**src/rtl/hs_req_tx.sv**
```systemverilog
// Source side of a 4-phase req/ack handshake that carries one word per transfer into another clock domain.
// Optional macro HS_REQ_TX_BUF_EN adds a one-entry pending buffer in front of the launch path.
module hs_req_tx #(
    parameter int DATA_W      = 8,
    parameter int SYNC_STAGES = 2
) (
    input  logic              clk_ff,
    input  logic              rst,
    input  logic [DATA_W-1:0] in_data,
    input  logic              in_valid,
    output logic              in_ready,
    output logic [DATA_W-1:0] tx_data,
    output logic              tx_req,
    input  logic              tx_ack,
    output logic              busy,
    output logic              done
);

    typedef enum logic [1:0] {
        IDLE,
        REQ,
        ACK_LOW
    } state_t;

    state_t                 state_q, state_d;
    logic [SYNC_STAGES-1:0] ack_sync_q;
    logic                   tx_ack_s;
    logic                   tx_req_q, tx_req_d;
    logic [DATA_W-1:0]      tx_data_q, tx_data_d;
    logic                   done_q, done_d;
    logic                   accept;

    // NOTE: state registers use non-blocking assignments so every flop samples pre-edge values.
    always_ff @(posedge clk_ff) begin
        if (rst) begin
            ack_sync_q <= '0;
        end else begin
            ack_sync_q <= {ack_sync_q[SYNC_STAGES-2:0], tx_ack};
        end
    end

    assign tx_ack_s = ack_sync_q[SYNC_STAGES-1];
    assign accept   = in_valid && in_ready;

`ifdef HS_REQ_TX_BUF_EN
    logic              buf_full_q, buf_full_d;
    logic [DATA_W-1:0] buf_data_q, buf_data_d;

    assign in_ready = !rst && !buf_full_q;
`else
    // A stale acknowledge from an aborted transfer must drain before a new request may rise.
    assign in_ready = !rst && (state_q == IDLE) && !tx_ack_s;
`endif

    always_comb begin
        // NOTE: every variable gets a default first so no path can infer a latch.
        state_d   = state_q;
        tx_req_d  = tx_req_q;
        tx_data_d = tx_data_q;
        done_d    = 1'b0;
`ifdef HS_REQ_TX_BUF_EN
        buf_full_d = buf_full_q;
        buf_data_d = buf_data_q;
`endif

        unique case (state_q)
            IDLE: begin
`ifdef HS_REQ_TX_BUF_EN
                if (!tx_ack_s && buf_full_q) begin
                    tx_data_d  = buf_data_q;
                    tx_req_d   = 1'b1;
                    buf_full_d = 1'b0;
                    state_d    = REQ;
                end else if (!tx_ack_s && accept) begin
                    tx_data_d = in_data;
                    tx_req_d  = 1'b1;
                    state_d   = REQ;
                end
`else
                if (accept) begin
                    tx_data_d = in_data;
                    tx_req_d  = 1'b1;
                    state_d   = REQ;
                end
`endif
            end
            REQ: begin
                if (tx_ack_s) begin
                    tx_req_d = 1'b0;
                    state_d  = ACK_LOW;
                end
            end
            ACK_LOW: begin
                if (!tx_ack_s) begin
                    done_d  = 1'b1;
                    state_d = IDLE;
                end
            end
            default: state_d = IDLE;
        endcase

`ifdef HS_REQ_TX_BUF_EN
        // Words arriving while the launch path is occupied wait in the buffer.
        if (accept && ((state_q != IDLE) || tx_ack_s)) begin
            buf_data_d = in_data;
            buf_full_d = 1'b1;
        end
`endif
    end

    always_ff @(posedge clk_ff) begin
        if (rst) begin
            state_q   <= IDLE;
            tx_req_q  <= 1'b0;
            tx_data_q <= '0;
            done_q    <= 1'b0;
        end else begin
            state_q   <= state_d;
            tx_req_q  <= tx_req_d;
            tx_data_q <= tx_data_d;
            done_q    <= done_d;
        end
    end

`ifdef HS_REQ_TX_BUF_EN
    always_ff @(posedge clk_ff) begin
        if (rst) begin
            buf_full_q <= 1'b0;
        end else begin
            buf_full_q <= buf_full_d;
        end
    end

    // NOTE: buffer storage is left unreset; buf_full_q alone says whether it holds a word.
    always_ff @(posedge clk_ff) begin
        buf_data_q <= buf_data_d;
    end
`endif

    assign tx_req  = tx_req_q;
    assign tx_data = tx_data_q;
    assign done    = done_q;
    assign busy    = (state_q != IDLE);

endmodule

```
**config.mk**
```make
export PLATFORM = sky130hd
export DESIGN_NAME = hs_req_tx
export DESIGN_NICKNAME = d
export VERILOG_FILES = /design/src/rtl/hs_req_tx.sv
export SDC_FILE = /design/constraint.sdc
export NUM_CORES = 1
export LEC_CHECK = 0
export CORE_UTILIZATION = 30
export CTS_CLUSTER_SIZE = 25
export DETAILED_ROUTE_END_ITERATION = 10
export PLACE_DENSITY_LB_ADDON = 0.05
export SLEW_MARGIN = 20
export SYNTH_ARGS = -nofsm -noshare
export SYNTH_HDL_FRONTEND = slang
export SYNTH_SLANG_ARGS = --single-unit
```
**constraint.sdc**
```tcl
create_clock -name clk_ff -period 2.2 [get_ports clk_ff]
set_input_delay 0.55 -clock clk_ff [delete_from_list [all_inputs] [get_ports clk_ff]]
set_output_delay 0.55 -clock clk_ff [all_outputs]
set_load 0.005 [all_outputs]
```
; ---- Word level (Yosys, flattened, before mapping)
; Index checks and enable logic that the tools add are counted.
[totals]
regBits = 14
latchBits = 0
ram_bits = 0
mem_bits_ro = 0
inputBits = 12
output_inout_bits = 12
word_cells = 31
memories = 0
[op_classes]
addsub = 0
n_mul = 0
div_mod_pow = 0
magnitude_cmp = 0
eq_ne = 5
shifts = 0
n_mux = 8
n_bitwise = 1
n_reduce_logical = 12
[op_table]
columns = op, count
row1 = $mux 2, 3
row2 = $ne 2x2->1 const B, 3
row3 = $pmux 2 s3, 1
row4 = $reduce_and 3->1, 2
row5 = $reduce_bool 2->1, 2
row6 = $logic_and 1x1->1, 3
row7 = $mux 1, 3
row8 = $eq 2x1->1 const B, 1
row9 = $eq 2x2->1 const B, 1
row10 = $logic_not 1->1, 2
row11 = $logic_not 2->1, 1
row12 = $pmux 1 s2, 1
row13 = $reduce_and 2->1, 1
row14 = $reduce_or 2->1, 1
row15 = $not 1->1, 1

; ---- Logic depth before layout (Yosys ltp)
[depth]
word_depth = 6
mapped_depth = 5
mapped_depth_nobuf = 3

; ---- Least setup slack after synthesis
; OpenSTA, ideal clock, no wires.
[synth_path]
kind = input-to-output
from = input port rst
to = output port in_ready
arrival_time_ns = 1.024
required_time_ns = 1.650
path_slack_ns = 0.626
cell_stages = 2
n_path_buf = 1
path_cell_list = nor4_4 > buf_6
[synth_via]
elab_chain_len = 3
[synth_rtl]
columns = element, line
row1 = from (decl), 8  ; input logic rst,
row2 = $logic_not 1->1, 52  ; assign in_ready = !rst && (state_q == IDLE) && !tx_ack_s;
row3 = $logic_and 1x1->1 (2 in a row), 52
row4 = to (decl), 11  ; output logic in_ready,
; Every way passes these cells.

; ---- Final worst setup path
; Ends and elaborated chain as after synthesis.

==> results <==
- The overall die height is 46.70 microns.
- The critical-path cell with the highest stage delay is sky130_fd_sc_hd__clkdlybuf4s50_1.
- The internal power of the cells totals 437.0 uW.
- Of all nets on the critical path, the largest fanout is 2.
- The area of the die is 2180 sq um.
- Measured along the x axis, the die boundary spans 46.70 microns.
- After detailed routing, the total wire length is 1.174 mm.
- The top cell types in the final layout, fill and taps aside, are sky130_fd_sc_hd__clkdlybuf4s50_1 (22), sky130_fd_sc_hd__dfxtp_1 (14), sky130_fd_sc_hd__nand2b_1 (8), sky130_fd_sc_hd__a21oi_1 (8), sky130_fd_sc_hd__a31o_2 (7).
- The synthesized netlist contains 21 unique library cells.
- In this run the power spent charging and discharging nets is 128.6 uW.
- The first detailed-routing pass took 2 iterations.
- Once placement finished, the instance area stood at 829.5 sq um.
- In the finished design, the share of the clock period the worst path needs comes to 91.63%.
- In the synthesized netlist, the number of instances is 57.
- The maximum clock insertion buffer count is 2.
- Dividing the detail-routed wire length by the instance count gives 10.97 microns.
- 0 antenna diodes ended up in the layout.
- The post-route antenna net violation count is 0.
- The initial antenna violation count was 0.
- The max-cap violation count is 0.
- The worst hold margin is 447.3 ps.
- The number of input and output port buffers inserted is 23.
- Clock tree synthesis inserted a total of 3 buffers.
- The maximum number of pins on one net before global-route repair is 19.
- The total of hold buffers inserted after clock tree synthesis is 0.
- The total global routing track utilization is 12.93%.
- During synthesis, Yosys emitted a total of 0 warnings.
- STA classifies the critical path endpoint as an output port.
- Once the floorplan was initialized, standard cells occupied 33.26% of the core.
- The buffer and inverter count on the worst path is 2.
- The slew at the pin closest to its max-slew limit is 287.6 ps.
- The first-pass GRT wire length is 1.856 mm.
- The flow ran to the end, and the final reports show no timing, DRC or antenna violations.
- The max-slew violation total from the final report is 0.
- In this run, the number of DRC markers left after iteration 0 of detailed routing was 8.
- The net total in the final layout is 95.
- The part of the total power dissipated in the clock network is 32.5%.
- Sequential cells burn 49.6% of the power.
- The number of hold violations in the final report is 0.
- After synthesis, the mean cell area works out to 10.51 sq um.
- The category of cells accounting for the largest share of critical-path delay is buffers and inverters.
- Before CTS, the worst setup slack after placement is -113.3 ps.
- The share of the Yosys chip area taken by registers is 46.76%.
- The fraction of layout cells with a size suffix above 1 is 20.73%.
- The total area inside the core boundary comes to 1802 sq um.
- The routed via count is 484.
- The combined area of all synthesized cells is 599.3 sq um.
- The area of all placed cells without fillers is 864.6 sq um.
- The count of non-filler cells in the finished layout is 107.
- CTS built an H-tree with a depth of 1.
- The delay of the slowest cell on the worst path is 460 ps.
- The clock drives 14 sinks.
- The total overflow left after global routing is 0.
- The worst min-delay path class is flip-flop to flip-flop.
- Counting tap cells, the placed design contains a total of 103 instances.
- The synthesized net count is 69.
- Total power for the finished layout comes to 565.6 uW.
- Dividing the detail-routed via count by the number of cells gives 4.523.
- The clock arrives with 11.59 ps of skew.
- Setup repair after global routing left no endpoint under its margin.
- The achievable frequency is 496.1 MHz.
- The final weighted congestion of routability-driven global placement is 0.6587.
- The type of the worst setup path is input port to output port.
- The I/O pin count is 24.
- The area taken by flip-flops and latches is 280.3 sq um.
- The clock edge transition at the registers on the reported setup and hold paths is 90 ps.
- Walking the worst path, the cells encountered are clkdlybuf4s50_1 > nor4_4 > dlygate4sd2_1.
- Buffers added to address setup during post-CTS repair amount to 0.
- The area growth from synthesis to layout is 44.26%.
- The critical path data required time is 1650 ps.
- The number of global-route vias before repair is 401.
- After synthesis the netlist holds a flip-flop and latch count of 14.
- The final critical-path required period is 2016 ps.
- Detailed placement finished with a half-perimeter wire length of 799.1 microns.
- Once routing completed, OpenROAD measured the worst setup slack at 184.2 ps.
- The static leakage is 0.3220 nW.
- Setup violations remaining at the end of the flow were counted as 0.
- Headroom to the max-slew limit came out at 80.80%.
- The worst-case IR drop observed on VDD is 0.2899 mV.
- For the worst-skew pair, the clock arrives at the later sink with an insertion delay of 280 ps.
- Data arrives at the worst endpoint at 1470 ps.
- The library cell used as clock root buffer is sky130_fd_sc_hd__clkbuf_4.
- The total number of placement rows is 15.
- Per report_power, the combinational group accounts for 18.0% of the total.
- The power density relative to cell area is 654.2 nW/um^2.
- The worst setup path is launched from an input port.
- The layout has 184 filler cells.
- The switching power as a share of total power is 22.73%.
- In the final layout, the multi-input gates occupy 261.5 sq um.
- After detailed routing, the number of remaining DRC violations is 0.
- TritonCTS built the clock tree.
- The most common cell after layout, fill and taps aside is sky130_fd_sc_hd__clkdlybuf4s50_1.
==> synth_stat cells <==
library cell	count	area [sq um]
sky130_fd_sc_hd__o21ai_0	1	5.000
sky130_fd_sc_hd__nor3b_1	1	7.510
sky130_fd_sc_hd__nand2b_1	8	50.05
sky130_fd_sc_hd__buf_6	2	22.52
sky130_fd_sc_hd__or2_2	1	6.260
sky130_fd_sc_hd__dfxtp_1	14	280.3
sky130_fd_sc_hd__a21oi_1	8	40.04
sky130_fd_sc_hd__a31o_1	1	8.760
sky130_fd_sc_hd__a31o_2	7	61.31
sky130_fd_sc_hd__nor2b_1	2	12.51
sky130_fd_sc_hd__nor4_1	1	6.260
sky130_fd_sc_hd__inv_1	1	3.750
sky130_fd_sc_hd__xnor2_1	1	8.760
sky130_fd_sc_hd__a21oi_2	1	8.760
sky130_fd_sc_hd__nor4b_1	1	8.760
sky130_fd_sc_hd__nor2_1	1	3.750
sky130_fd_sc_hd__clkbuf_8	2	27.53
sky130_fd_sc_hd__clkbuf_1	1	3.750
sky130_fd_sc_hd__nor3_1	1	5.000
sky130_fd_sc_hd__o21bai_1	1	7.510
sky130_fd_sc_hd__nor4_4	1	21.27
==> metrics by stage <==
step	TNS [ps]	util, %
after floorplan	0	-
after global placement	-137.9	46.04
after detailed placement	-113.3	46.04
after CTS	0	47.99
after global routing	0	47.99
final	0	47.99
==> timing repair <==
item                       4_1_cts  5_1_grt
setup endpoints to repair        1        0
hold endpoints to repair         0        0
resized for setup                1        0
==> worst paths after layout <==
| path | startpoint | end | slack, ps | cells after the start |
|---|---|---|---|---|
| setup / recovery | rst | in_ready | 180 | 3 |
| hold / removal | ack_sync_q[0]$_SDFF_PP0_ | ack_sync_q[1]$_SDFF_PP0_ | 450 | 1 |
| setup reg to reg | state_q[0]$_SDFFE_PP0P_ | tx_data[7]$_SDFFE_PP0P_ | 810 | 4 |
| hold reg to reg | ack_sync_q[0]$_SDFF_PP0_ | ack_sync_q[1]$_SDFF_PP0_ | 450 | 1 |
==> sequential cells by signal (all words and copies together), names as in the netlist <==
name        count
done            1
tx_data         8
state_q         2
tx_req          1
ack_sync_q      2
==> power groups by stage <==
stage | sequential, mW | clock, mW | combinational [mW]
2_1_floorplan | 0.287 | 0 | 0.0485
3_3_place_gp | 0.287 | 0 | 0.103
3_5_place_dp | 0.287 | 0 | 0.104
4_1_cts | 0.281 | 0.193 | 0.104
5_1_grt | 0.283 | 0.201 | 0.112
6_report | 0.280 | 0.184 | 0.102
==> layer usage <==
metal / routed length (microns) / part of all wire [%] / GRT usage, % / vias to the layer above
met5: 0 / 0 / 0 / -
met4: 12 / 1.0 / 10.29 / 0
met3: 83 / 7.1 / 3.922 / 2
met2: 550 / 47 / 19.72 / 15
met1: 528 / 45 / 14.76 / 215
li1: - / - / - / 252
==> kinds of logic after synthesis <==
family,share of synthesized area (%)
AOI/OAI and AO/OA,21.92
and+or+nand+nor,20.25
DFF,46.76
buffers and inverters,9.602
xor gates and xnor gates,1.462
==> cell type report <==
cell class	instances	area share, %
flip-flops and latches	14	32.42
multi-input cells	37	30.25
repair buffers	26	29.09
clock buffers	4	4.197
well taps	25	3.618
inverters	1	0.4342
Note: power is estimated with default switching activity, not from simulation.
